--- config.mk ---
export PLATFORM = sky130hd
export DESIGN_NAME = cdc_handshake_arbiter
export DESIGN_NICKNAME = d
export VERILOG_FILES = /design/src/rtl/cdc_handshake_arbiter.sv
export SDC_FILE = /design/constraint.sdc
export NUM_CORES = 1
export LEC_CHECK = 0
export CAP_MARGIN = 10
export CORE_ASPECT_RATIO = 0.8
export CORE_MARGIN = 1.5
export CORE_UTILIZATION = 51
export DETAILED_ROUTE_END_ITERATION = 10
export GPL_TIMING_DRIVEN = 0
export MAX_ROUTING_LAYER = met4
export PLACE_DENSITY = 0.86
export SYNTH_ARGS = -nofsm -noshare
export SYNTH_HDL_FRONTEND = slang
export SYNTH_SLANG_ARGS = --single-unit
--- constraint.sdc ---
create_clock -name clk -period 6.3 [get_ports clk]
set_input_delay 0.945 -clock clk [delete_from_list [all_inputs] [get_ports clk]]
set_output_delay 0.945 -clock clk [all_outputs]
set_load 0.05 [all_outputs]
--- src/rtl/cdc_handshake_arbiter.sv ---
// Round-robin arbiter feeding one toggle-handshake CDC channel.
// A single transfer is outstanding at a time; a missing ack raises err_timeout and parks in StStall.
module cdc_handshake_arbiter #(
  parameter int unsigned NUM_REQ        = 4,
  parameter int unsigned DATA_BITS      = 8,
  parameter int unsigned TIMEOUT_CYCLES = 255
) (
  input  logic                           clk,
  input  logic                           reset_n,
  input  logic [NUM_REQ-1:0]             req,
  input  logic [NUM_REQ*DATA_BITS-1:0]   req_data,
  output logic [NUM_REQ-1:0]             grant,
  output logic [NUM_REQ-1:0]             done,
  output logic [DATA_BITS-1:0]           tx_data,
  output logic                           tx_req_tgl,
  input  logic                           rx_ack_tgl,
  output logic                           busy,
  output logic                           err_timeout
);

  localparam int unsigned IDX_W = (NUM_REQ > 1) ? $clog2(NUM_REQ) : 1;
  localparam int unsigned TMR_W = (TIMEOUT_CYCLES > 0) ? $clog2(TIMEOUT_CYCLES + 1) : 1;
  localparam logic [TMR_W-1:0] TMO_VAL = TMR_W'(TIMEOUT_CYCLES);

  typedef enum logic [1:0] {StIdle, StWaitAck, StStall} state_e;

  state_e                 r_state, w_state_nxt;
  logic [NUM_REQ-1:0]     r_grant, w_grant_nxt;
  logic [NUM_REQ-1:0]     r_done, w_done_nxt;
  logic                   r_err, w_err_nxt;
  logic [DATA_BITS-1:0]   r_tx_data, w_tx_data_nxt;
  logic                   r_tgl, w_tgl_nxt;
  logic [IDX_W-1:0]       r_last, w_last_nxt;
  logic [TMR_W-1:0]       r_timer, w_timer_nxt;

  logic                   w_found;
  logic [IDX_W-1:0]       w_sel;
  int unsigned            w_idx;
  logic [DATA_BITS-1:0]   w_sel_data;
  logic                   w_ack_match;
  logic [TMR_W-1:0]       w_timer_inc;
  logic                   w_tmo;

  // Search starts one past the last grant so every requester is eventually served.
  always_comb begin
    w_found = 1'b0;
    w_sel   = r_last;
    w_idx   = 0;
    for (int unsigned k = 1; k <= NUM_REQ; k++) begin
      w_idx = (int'(r_last) + k) % NUM_REQ;
      if (!w_found && req[w_idx[IDX_W-1:0]]) begin
        w_found = 1'b1;
        w_sel   = w_idx[IDX_W-1:0];
      end
    end
  end

  always_comb begin
    w_sel_data = '0;
    for (int unsigned i = 0; i < NUM_REQ; i++) begin
      if (w_sel == IDX_W'(i)) w_sel_data = req_data[i*DATA_BITS +: DATA_BITS];
    end
  end

  assign w_ack_match = (rx_ack_tgl == r_tgl);
  assign w_timer_inc = (r_timer == '1) ? r_timer : r_timer + 1'b1;
  // Fires in the TIMEOUT_CYCLES-th WAIT_ACK cycle; an ack in that same cycle takes priority.
  assign w_tmo       = (TIMEOUT_CYCLES != 0) && (w_timer_inc >= TMO_VAL);

  always_ff @(posedge clk or negedge reset_n) begin
    if (!reset_n) begin
      r_state   <= StIdle;
      r_grant   <= '0;
      r_done    <= '0;
      r_err     <= 1'b0;
      r_tx_data <= '0;
      r_tgl     <= 1'b0;
      r_last    <= IDX_W'(NUM_REQ - 1);
      r_timer   <= '0;
    end else begin
      r_state   <= w_state_nxt;
      r_grant   <= w_grant_nxt;
      r_done    <= w_done_nxt;
      r_err     <= w_err_nxt;
      r_tx_data <= w_tx_data_nxt;
      r_tgl     <= w_tgl_nxt;
      r_last    <= w_last_nxt;
      r_timer   <= w_timer_nxt;
    end
  end

  always_comb begin
    w_state_nxt = r_state;
    unique case (r_state)
      StIdle:    if (w_found) w_state_nxt = StWaitAck;
      StWaitAck: begin
        if (w_ack_match)  w_state_nxt = StIdle;
        else if (w_tmo)   w_state_nxt = StStall;
      end
      StStall:   if (w_ack_match) w_state_nxt = StIdle;
      default:   w_state_nxt = StIdle;
    endcase
  end

  always_comb begin
    w_grant_nxt   = '0;
    w_done_nxt    = '0;
    w_err_nxt     = 1'b0;
    w_tx_data_nxt = r_tx_data;
    w_tgl_nxt     = r_tgl;
    w_last_nxt    = r_last;
    w_timer_nxt   = r_timer;
    unique case (r_state)
      StIdle: begin
        if (w_found) begin
          w_grant_nxt   = NUM_REQ'(1) << w_sel;
          w_tx_data_nxt = w_sel_data;
          w_tgl_nxt     = ~r_tgl;
          w_last_nxt    = w_sel;
          w_timer_nxt   = '0;
        end
      end
      StWaitAck: begin
        w_timer_nxt = w_timer_inc;
        if (w_ack_match) w_done_nxt = NUM_REQ'(1) << r_last;
        else if (w_tmo)  w_err_nxt  = 1'b1;
      end
      StStall: begin
        if (w_ack_match) w_done_nxt = NUM_REQ'(1) << r_last;
      end
      default: ;
    endcase
  end

  assign grant       = r_grant;
  assign done        = r_done;
  assign err_timeout = r_err;
  assign tx_data     = r_tx_data;
  assign tx_req_tgl  = r_tgl;
  assign busy        = (r_state != StIdle);

endmodule

**Yosys cells after proc, flatten, opt, wreduce, memory -nomap -nowiden**

Index checks and enable logic that the tools add are counted.

- Register bits: 30
- Latch bits: 0
- Bits in writable memories: 0
- Memory bits (read-only): 0
- Input port bits: 39
- Output and inout bits: 19
- Logic and storage cells: 80
- Memories: 0

- Add/sub/neg operators: 5
- $mul: 0
- Divide/modulo/power cells: 0
- Magnitude comparators: 5
- Eq/ne operators: 10
- Shift operators: 2
- Mux-type cells: 35
- Bitwise logic cells: 1
- Reductions and logical operators: 14

Operator list:

| kind | count |
|---|---|
| two-way mux 8 bit | 6 |
| two-way mux 2 bit | 8 |
| two-way mux 4 bit | 4 |
| case mux 8 bit (2 select lines) | 1 |
| < comparator 2 x 3 -> 1 bit, second input constant | 4 |
| two-way mux 1 bit | 11 |
| adder 8 x 1 -> 8 bit, second input constant | 1 |
| binary-select mux 1 bit (select 2 bit) | 4 |
| equality test 8 bit, second input constant | 1 |
| greater-or-equal comparator 8 bit, second input constant | 1 |
| << shifter 1 x 2 -> 4 bit, first input constant | 2 |
| equality test 2 bit, second input constant | 3 |
| case mux 2 bit (3 select lines) | 1 |
| adder 2 x 1 -> 2 bit, second input constant | 2 |
| adder 2 bit, second input constant | 2 |
| equality test 2 x 1 -> 1 bit, second input constant | 2 |
| logical NOT 2 bit | 2 |
| != test 2 bit, second input constant | 2 |
| AND reduction 2 bit | 2 |
| nonzero test 2 bit | 2 |
| logical AND 1 bit | 3 |
| logical NOT 1 bit | 3 |
| != test 3 bit, second input constant | 1 |
| AND reduction 3 bit | 1 |
| 3 further kinds | 3 |

**Longest topological paths before layout**

Gate-level depths: netlist of run 1.

- Word-level depth: 18
- Depth in mapped cells: 11
- Gate-level depth less buffers: 8

**Least setup slack after synthesis of run 1**

No wires, ideal clock.

- Path type: flip-flop to flip-flop
- Start point: reg r_last[0]
- End point: reg r_tx_data[1], in the netlist tx_data[1]
- Setup time: 0.132 ns
- Arrival time: 2.391 ns
- Data required time: 6.168 ns
- Setup slack: 3.777 ns
- Cell stages (with the launch flop): 12
- Buffers on the path: 3
- Path through: dfstp_2 > buf_2 > inv_1 > ha_1 > buf_2 > mux2i_1 > a211oi_1 > a211oi_1 > o21ai_1 > buf_2 > mux2i_1 > o221ai_2

- Word-level cells in the longest chain between the ends: 18

RTL lines:

| element | line | text |
|---|---|---|
| from (decl) | 33 | `logic [IDX_W-1:0] r_last, w_last_nxt;` |
| from (signal assigned) | 78 | `r_last <= IDX_W'(NUM_REQ - 1);` |
| from (signal assigned) | 87 | `r_last <= w_last_nxt;` |
| adder 2 x 1 -> 2 bit | 50 | `w_idx = (int'(r_last) + k) % NUM_REQ;` |
| binary-select mux 1 bit (select 2 bit) | 51 | `if (!w_found && req[w_idx[IDX_W-1:0]]) begin` |
| two-way mux 1 bit (implied by the code) | 51 |  |
| two-way mux 1 bit | 51 |  |
| logical NOT 1 bit | 51 |  |
| logical AND 1 bit | 51 |  |
| two-way mux 1 bit | 51 |  |
| logical NOT 1 bit | 51 |  |
| logical AND 1 bit | 51 |  |
| two-way mux 1 bit | 51 |  |
| logical NOT 1 bit | 51 |  |
| logical AND 1 bit | 51 |  |
| two-way mux 2 bit | 51 |  |
| logical NOT 2 bit | 61 | `if (w_sel == IDX_W'(i)) w_sel_data = req_data[i*DATA_BITS +: DATA_BITS];` |
| two-way mux 8 bit (4 in a row) | 61 |  |
| to (signal assigned) | 85 | `r_tx_data <= w_tx_data_nxt;` |
| to (decl) | 31 | `logic [DATA_BITS-1:0] r_tx_data, w_tx_data_nxt;` |

Several ways; a longest one is shown, not always the timed one. The select of a mux whose other input is x is not followed.
A chain may end at the register's enable or synchronous reset.

**Final worst setup path of run 1**

- Start point: reg r_last[0]
- End point: reg r_tx_data[4], in the netlist tx_data[4]

The elaborated chain is that of the path after synthesis.

==> load_flow_metrics.sql, run 1 <==
INSERT INTO impl_metrics (metric_group, metric, value, unit) VALUES
('yosys', 'ys_ff_latch', '30', ''),
('global_routing', 'global_route.usage.total', '22.9', '%'),
('drt', 'routed-via-count', '1714', ''),
('placement', 'gpl.final_weighted_congestion', '0.841', ''),
('drt', 'drtAntennaViolNets', '0', ''),
('yosys', 'synth-async-reset-ratio', '100', '%'),
('clocking', 'clkTransAtPathRegs', '0.06', 'ns'),
('yosys', 'synth_cell_type_count', '46', ''),
('flow_run', 'timing.max_cap.violations', '0', ''),
('timing', 'setup_viol', '0', ''),
('placement', 'hpwlAfterDp', '3260', 'microns'),
('pwr', 'power_leakage', '1.14', 'nW'),
('yosys', 'syn_area_per_cell', '9.71', 'sq um'),
('timing', 'timing.fmax', '0.351', 'GHz'),
('placement', 'placed_cells', '295', ''),
('timing', 'finalHoldViolCount', '0', ''),
('worst_hold_path', 'hold_path_cells', '2', ''),
('clocking', 'clkLatencyLatePin', '0.28', 'ns'),
('drt', 'route.detailed.vias_per_inst', '5.66', ''),
('die', 'placementRows', '19', ''),
('pwr', 'post_layout_total_power', '1.31', 'mW'),
('pwr', 'worst_ir_drop_vdd', '0.000413', 'V'),
('global_routing', 'maximum_number_of_pins_on_one_net_before_global_route_repair', '20', ''),
('clocking', 'cts_tree', 'yes', ''),
('placement', 'setup_slack_after_placement', '3.26', 'ns'),
('drt', 'detail_route.wl_per_cell', '14.3', 'microns'),
('timing', 'worst_pin_slew', '0.647', 'ns'),
('timing', 'finalCriticalPeriod', '2.85', 'ns'),
('drt', 'finalWirelength', '4340', 'microns'),
('drt', 'route.detailed.drc', '0', ''),
('clocking', 'postCtsSetupBuffers', '0', ''),
('worst_setup_path', 'timing.critical_path.arrival', '3.00', 'ns'),
('drt', 'first_iter_violations', '128', ''),
('timing', 'report.final.slew_viol_count', '0', ''),
('die', 'io_pins', '58', ''),
('worst_setup_path', 'setup.worst_path.start_class', 'register', ''),
('yosys', 'ys.warnings.count', '0', ''),
('timing', 'max_slew_headroom', '56.7', '%'),
('timing', 'finalWorstSetupSlack', '3.45', 'ns'),
('clocking', 'cts_buffers', '5', ''),
('yosys', 'post_synth_instance_area', '1900', 'sq um'),
('pwr', 'power_per_cell_area', '497', 'nW/um^2'),
('worst_setup_path', 'worst-endpoint-required', '6.46', 'ns'),
('global_routing', 'grt_pass1_wl', '7050', 'microns'),
('yosys', 'postSynthCellCount', '196', ''),
('global_routing', 'grt_pass1_vias', '1498', ''),
('finish', 'fin_nets', '307', ''),
('die', 'initial_core_util', '54.5', '%'),
('worst_setup_path', 'critical_path.slowest_cell', 'sky130_fd_sc_hd__dfstp_2', ''),
('clocking', 'post_cts_resized', '0', ''),
('yosys', 'synth_largest_area_cell', 'sky130_fd_sc_hd__dfrtp_1', ''),
('finish', 'num-fill-cells', '260', ''),
('global_routing', 'grt_antenna_before_repair', '0', ''),
('worst_setup_path', 'timing.critical_path.slowest_cell_delay', '0.55', 'ns'),
('yosys', 'synth_ff_type', 'sky130_fd_sc_hd__dfrtp_1', ''),
('yosys', 'synth_area_leaders', 'sky130_fd_sc_hd__dfrtp_1 37%, sky130_fd_sc_hd__mux2i_1 11%, sky130_fd_sc_hd__o221ai_2 6.3%, sky130_fd_sc_hd__ha_1 5.3%, sky130_fd_sc_hd__nand2_1 4.5%', ''),
('yosys', 'post_synth_most_frequent_cells', '28 x sky130_fd_sc_hd__dfrtp_1, 23 x sky130_fd_sc_hd__nand2_1, 20 x sky130_fd_sc_hd__mux2i_1, 14 x sky130_fd_sc_hd__nor2_1, 10 x sky130_fd_sc_hd__a21oi_1', ''),
('die', 'dieWidth', '71.3', 'microns'),
('run_status', 'outcome', 'complete, no violations', ''),
('timing', 'rsz0062_at_grt', 'no', ''),
('die', 'die_height', '57.6', 'microns'),
('yosys', 'synth_top_area_share', '36.8', '%'),
('worst_setup_path', 'worst_r2r_startpoint', 'r_last[0]', ''),
('clocking', 'ctsRootBufferMaster', 'sky130_fd_sc_hd__clkbuf_8', ''),
('finish', 'postLayoutCellArea', '2640', 'sq um'),
('clocking', 'cts.hold.buffers_added', '0', ''),
('die', 'core', '3490', 'sq um'),
('worst_hold_path', 'timing.hold.worst.start', 'tx_data[5]', ''),
('yosys', 'post-synth-top-count-cell', 'sky130_fd_sc_hd__dfrtp_1', ''),
('worst_setup_path', 'crit_fanout', '10', ''),
('die', 'die_area', '4110', 'sq um');
## sequential cells by signal (all words and copies together) (netlist names)
signal	count
tx_data	8
done	4
tx_req_tgl	1
r_timer	8
r_state	2
grant	4
err_timeout	1
r_last	2
## per-layer routing
layer	GRT usage, %	wire, microns	part of all wire, %
met4	8.89	48	1.1
met5	-	0	0
met2	33.7	2020	47
met3	4.35	205	4.7
met1	31.6	2060	48
## critical path, delay by kind of cell (launching register included)
| kind | cells | cell delay (ns) |
|---|---|---|
| compound gates | 4 | 0.65 |
| fa+ha+maj | 1 | 0.30 |
| buf+inv | 4 | 0.81 |
| flops | 1 | 0.55 |
| mux | 2 | 0.41 |
## cell type report
cell class	instances	area, sq um	share of cell area [%]
Clock inverter	1	5.00	0.190
Timing Repair Buffer	57	588	22.3
Clock buffer	7	86.3	3.28
Tap cell	42	52.6	1.99
Inverter	8	30.0	1.14
Multi-Input combinational cell	149	1070	40.6
Sequential cell	30	753	28.6
Buffer	9	50.0	1.90
## placed cells by master (no fill, tap or decap), types with 8 or more instances in the layout
master / count
sky130_fd_sc_hd__a21oi_1: 10
sky130_fd_sc_hd__clkdlybuf4s50_1: 56
sky130_fd_sc_hd__dfrtp_1: 28
sky130_fd_sc_hd__ha_1: 8
sky130_fd_sc_hd__inv_1: 8
sky130_fd_sc_hd__mux2i_1: 20
sky130_fd_sc_hd__nand2_1: 23
sky130_fd_sc_hd__nor2_1: 14
sky130_fd_sc_hd__o21ai_0: 8
sky130_fd_sc_hd__o221ai_2: 8
## power by group
| part | internal (mW) | switching (mW) | leakage, nW |
|---|---|---|---|
| Sequential | 0.262 | 0.0497 | 0.388 |
| Combinational | 0.335 | 0.502 | 0.700 |
| Clock | 0.0880 | 0.0729 | 0.0482 |
## final timing paths
check,endpoint,slack (ns)
max,tx_data[4],3.45
min,tx_data[5],0.49
max reg2reg,tx_data[4],3.45
min reg2reg,tx_data[5],0.49
max in group asynchronous,r_last[0],4.64
min in group asynchronous,r_timer[0],1.06
## cell families (layout without fill, tap and decap cells)
logic type      Yosys count  count (layout)  synth area share, %
xor+xnor                  2               2                0.921
simple gates             69              69                 18.5
buf+inv                  17              82                 4.21
fa+ha+maj                 8               8                 5.26
compound gates           49              49                 20.2
mux                      21              21                 11.3
flops                    30              30                 39.6
No activity file was read; power rests on OpenSTA's default activity.
==> run 2: changes to the inputs <==
--- a/config.mk
+++ b/config.mk
@@ -8,11 +8,11 @@
 export CAP_MARGIN = 10
 export CORE_ASPECT_RATIO = 0.8
 export CORE_MARGIN = 1.5
-export CORE_UTILIZATION = 51
+export CORE_UTILIZATION = 47
 export DETAILED_ROUTE_END_ITERATION = 10
 export GPL_TIMING_DRIVEN = 0
 export MAX_ROUTING_LAYER = met4
-export PLACE_DENSITY = 0.86
+export PLACE_DENSITY = 0.8
 export SYNTH_ARGS = -nofsm -noshare
 export SYNTH_HDL_FRONTEND = slang
 export SYNTH_SLANG_ARGS = --single-unit
==> constraint.sdc (replaced) <==
create_clock -name clk -period 2.94 [get_ports clk]
set_input_delay 0.441 -clock clk [delete_from_list [all_inputs] [get_ports clk]]
set_output_delay 0.441 -clock clk [all_outputs]
set_load 0.05 [all_outputs]
==> load_flow_metrics.sql, run 2 (same netlist as run 1, synthesis figures left out) <==
INSERT INTO impl_metrics (metric_group, metric, value, unit) VALUES
('global_routing', 'global_route.usage.total', '20.7', '%'),
('placement', 'hpwlAfterDp', '3300', 'microns'),
('pwr', 'comb_power_share', '63.9', '%'),
('drt', 'finalWirelength', '4340', 'microns'),
('worst_setup_path', 'timing.critical_path.slowest_cell_delay', '0.55', 'ns'),
('die', 'placementRows', '20', ''),
('timing', 'final.period_utilization', '93.8', '%'),
('global_routing', 'grt_antenna_before_repair', '0', ''),
('clocking', 'clkTransAtPathRegs', '0.06', 'ns'),
('drt', 'route.detailed.vias_per_inst', '5.33', ''),
('worst_hold_path', 'timing.hold.worst.class', 'register to register', ''),
('timing', 'clock-skew-final', '0.00632', 'ns'),
('die', 'dieWidth', '74.1', 'microns'),
('worst_setup_path', 'worst_r2r_startpoint', 'r_last[0]', ''),
('run_status', 'outcome', 'complete, no violations', ''),
('worst_setup_path', 'worst-endpoint-required', '3.09', 'ns'),
('clocking', 'clkLatencyLatePin', '0.28', 'ns'),
('drt', 'detail_route.wl_per_cell', '13.7', 'microns'),
('finish', 'syn2layout_area_growth', '41.6', '%'),
('clocking', 'cts.hold.buffers_added', '0', ''),
('die', 'die_height', '59.9', 'microns'),
('clocking', 'post_cts_resized', '0', ''),
('die', 'core', '3830', 'sq um'),
('worst_setup_path', 'critical_path.slowest_cell', 'sky130_fd_sc_hd__dfstp_2', ''),
('worst_setup_path', 'critPathKind', 'register to register', ''),
('timing', 'finalCriticalPeriod', '2.76', 'ns'),
('finish', 'commonest_cells_after_routing_fill_and_taps_aside', '56 x sky130_fd_sc_hd__clkdlybuf4s50_1, 28 x sky130_fd_sc_hd__dfrtp_1, 23 x sky130_fd_sc_hd__nand2_1', ''),
('drt', 'drtAntennaViolNets', '0', ''),
('finish', 'drive_above_1_share', '13.0', '%'),
('drt', 'first_iter_violations', '122', ''),
('finish', 'fin_nets', '307', ''),
('timing', 'fin_setup_tns', '0', 'ns'),
('global_routing', 'grt_pass1_vias', '1500', ''),
('placement', 'place.port_buffers', '56', ''),
('worst_hold_path', 'timing.hold.worst.start', 'tx_data[1]', ''),
('die', 'io_pins', '58', ''),
('worst_setup_path', 'endpoint_kind', 'register', ''),
('drt', 'routed-via-count', '1683', ''),
('clocking', 'cts_buffers', '5', ''),
('global_routing', 'overflow', '0', ''),
('pwr', 'switching_share', '46.6', '%'),
('drt', 'route.detailed.drc', '0', ''),
('timing', 'worst_pin_slew', '0.584', 'ns'),
('worst_setup_path', 'timing.critical_path.arrival', '2.90', 'ns'),
('worst_setup_path', 'startpoint', 'r_last[0]', ''),
('global_routing', 'maximum_number_of_pins_on_one_net_before_global_route_repair', '21', ''),
('pwr', 'clockPowerShare', '13.3', '%'),
('timing', 'setup_viol', '0', ''),
('finish', 'antenna_cells', '0', ''),
('global_routing', 'grt_pass1_wl', '6610', 'microns'),
('placement', 'gpl.final_weighted_congestion', '0.835', ''),
('pwr', 'internal-power', '1.55', 'mW'),
('timing', 'timing.fmax', '0.363', 'GHz'),
('timing', 'worst_hold_slack', '0.487', 'ns'),
('drt', 'drt_first_pass_iters', '4', ''),
('clocking', 'h_tree_lvl_count', '2', ''),
('clocking', 'cts_tree', 'yes', ''),
('timing', 'report.final.slew_viol_count', '0', ''),
('timing', 'max_slew_headroom', '60.9', '%'),
('worst_setup_path', 'crit_fanout', '10', ''),
('worst_setup_path', 'setup.worst_path.start_class', 'register', ''),
('timing', 'finalHoldViolCount', '0', ''),
('worst_setup_path', 'timing.critical_path.cells', 'buf_2 > inv_1 > ha_1 > buf_2 > mux2i_1 > a211oi_2 > a211oi_2 > o21ai_2 > buf_6 > mux2i_1 > o221ai_2', ''),
('flow_run', 'timing.max_cap.violations', '0', ''),
('finish', 'layout_commonest_cell', 'sky130_fd_sc_hd__clkdlybuf4s50_1', ''),
('pwr', 'p_sw', '1.35', 'mW'),
('clocking', 'numClockSinks', '30', ''),
('die', 'initial_core_util', '49.7', '%'),
('finish', 'finish.utilization', '70.4', '%'),
('clocking', 'postCtsSetupBuffers', '0', ''),
('clocking', 'max-clock-path-buffers', '2', ''),
('pwr', 'worst_ir_drop_vdd', '0.000641', 'V'),
('pwr', 'power_leakage', '1.15', 'nW'),
('pwr', 'post_layout_total_power', '2.90', 'mW'),
('pwr', 'p_seq_share', '22.9', '%'),
('clocking', 'ctsRootBufferMaster', 'sky130_fd_sc_hd__clkbuf_8', ''),
('pwr', 'power_per_cell_area', '1080', 'nW/um^2'),
('die', 'die_area', '4440', 'sq um');
==> run 2: cell types whose count changed in the layout (fill, tap and decap cells not counted), moves of 2 or more <==
cell	delta
sky130_fd_sc_hd__a211oi_1	-2
sky130_fd_sc_hd__a211oi_2	+2
sky130_fd_sc_hd__buf_6	+2
sky130_fd_sc_hd__clkbuf_8	+2
==> run 2: layer usage <==
layer / vias up / global-route usage (%) / part of all wire (%)
met1: 790 / 26.6 / 48
met2: 51 / 30.7 / 47
met4: 0 / 6.61 / 1.1
met3: 4 / 6.91 / 4.5
met5: - / - / 0
li1: 838 / - / -
==> run 2: through the flow <==
stage / instance area [sq um] / cells / setup slack [ns]
floorplan: 1900 / 196 / 0.417
global placement: 2530 / 307 / 0.104
detailed placement: 2560 / 308 / 0.0468
CTS: 2670 / 316 / 0.0214
global route: 2690 / 316 / -0.0141
finish: 2690 / 316 / 0.183
==> run 2: worst paths after layout <==
kind                         endpoint  slack [ns]  depth (start not counted)
min reg2reg                tx_data[1]        0.49                          2
min                        tx_data[1]        0.49                          2
max                        tx_data[6]        0.18                         11
max in group asynchronous   r_last[1]        1.82                          2
max reg2reg                tx_data[6]        0.18                         11
min in group asynchronous  r_timer[7]        0.53                          1
==> run 2: worst max-delay path, delay by kind of cell, from the launching register on <==
family	cells	cell delay (ns)
AOI/OAI and AO/OA	4	0.63
buffers and inverters	4	0.73
muxes	2	0.39
adders and majority gates	1	0.31
DFF	1	0.55
==> run 2: final cells by class <==
| class | count | area, sq um |
|---|---|---|
| flip-flops and latches | 30 | 753 |
| clock buffers | 8 | 110 |
| plain buffers | 9 | 60.1 |
| well taps | 55 | 68.8 |
| multi-input cells | 149 | 1080 |
| repair buffers | 57 | 588 |
| fillers | 310 | 1130 |
| inverters | 8 | 30.0 |
==> run 2: power by group through the flow <==
stage	clock network, mW	logic (mW)	registers, mW
3_5_place_dp	0	1.80	0.665
4_1_cts	0.396	1.81	0.660
6_report	0.385	1.85	0.663
3_3_place_gp	0	1.77	0.663
2_1_floorplan	0	1.03	0.955
5_1_grt	0.420	1.99	0.679
==> run 3: changes to the inputs <==
--- a/config.mk
+++ b/config.mk
@@ -5,7 +5,8 @@
 export SDC_FILE = /design/constraint.sdc
 export NUM_CORES = 1
 export LEC_CHECK = 0
-export CAP_MARGIN = 10
+export ABC_CLOCK_PERIOD_IN_PS = 2940
+export CAP_MARGIN = 20
 export CORE_ASPECT_RATIO = 0.8
 export CORE_MARGIN = 1.5
 export CORE_UTILIZATION = 47
@@ -16,3 +17,4 @@
 export SYNTH_ARGS = -nofsm -noshare
 export SYNTH_HDL_FRONTEND = slang
 export SYNTH_SLANG_ARGS = --single-unit
+export TNS_END_PERCENT = 1
==> results of run 3 <==
The final DEF is identical to that of run 2; final timing and power are the same.
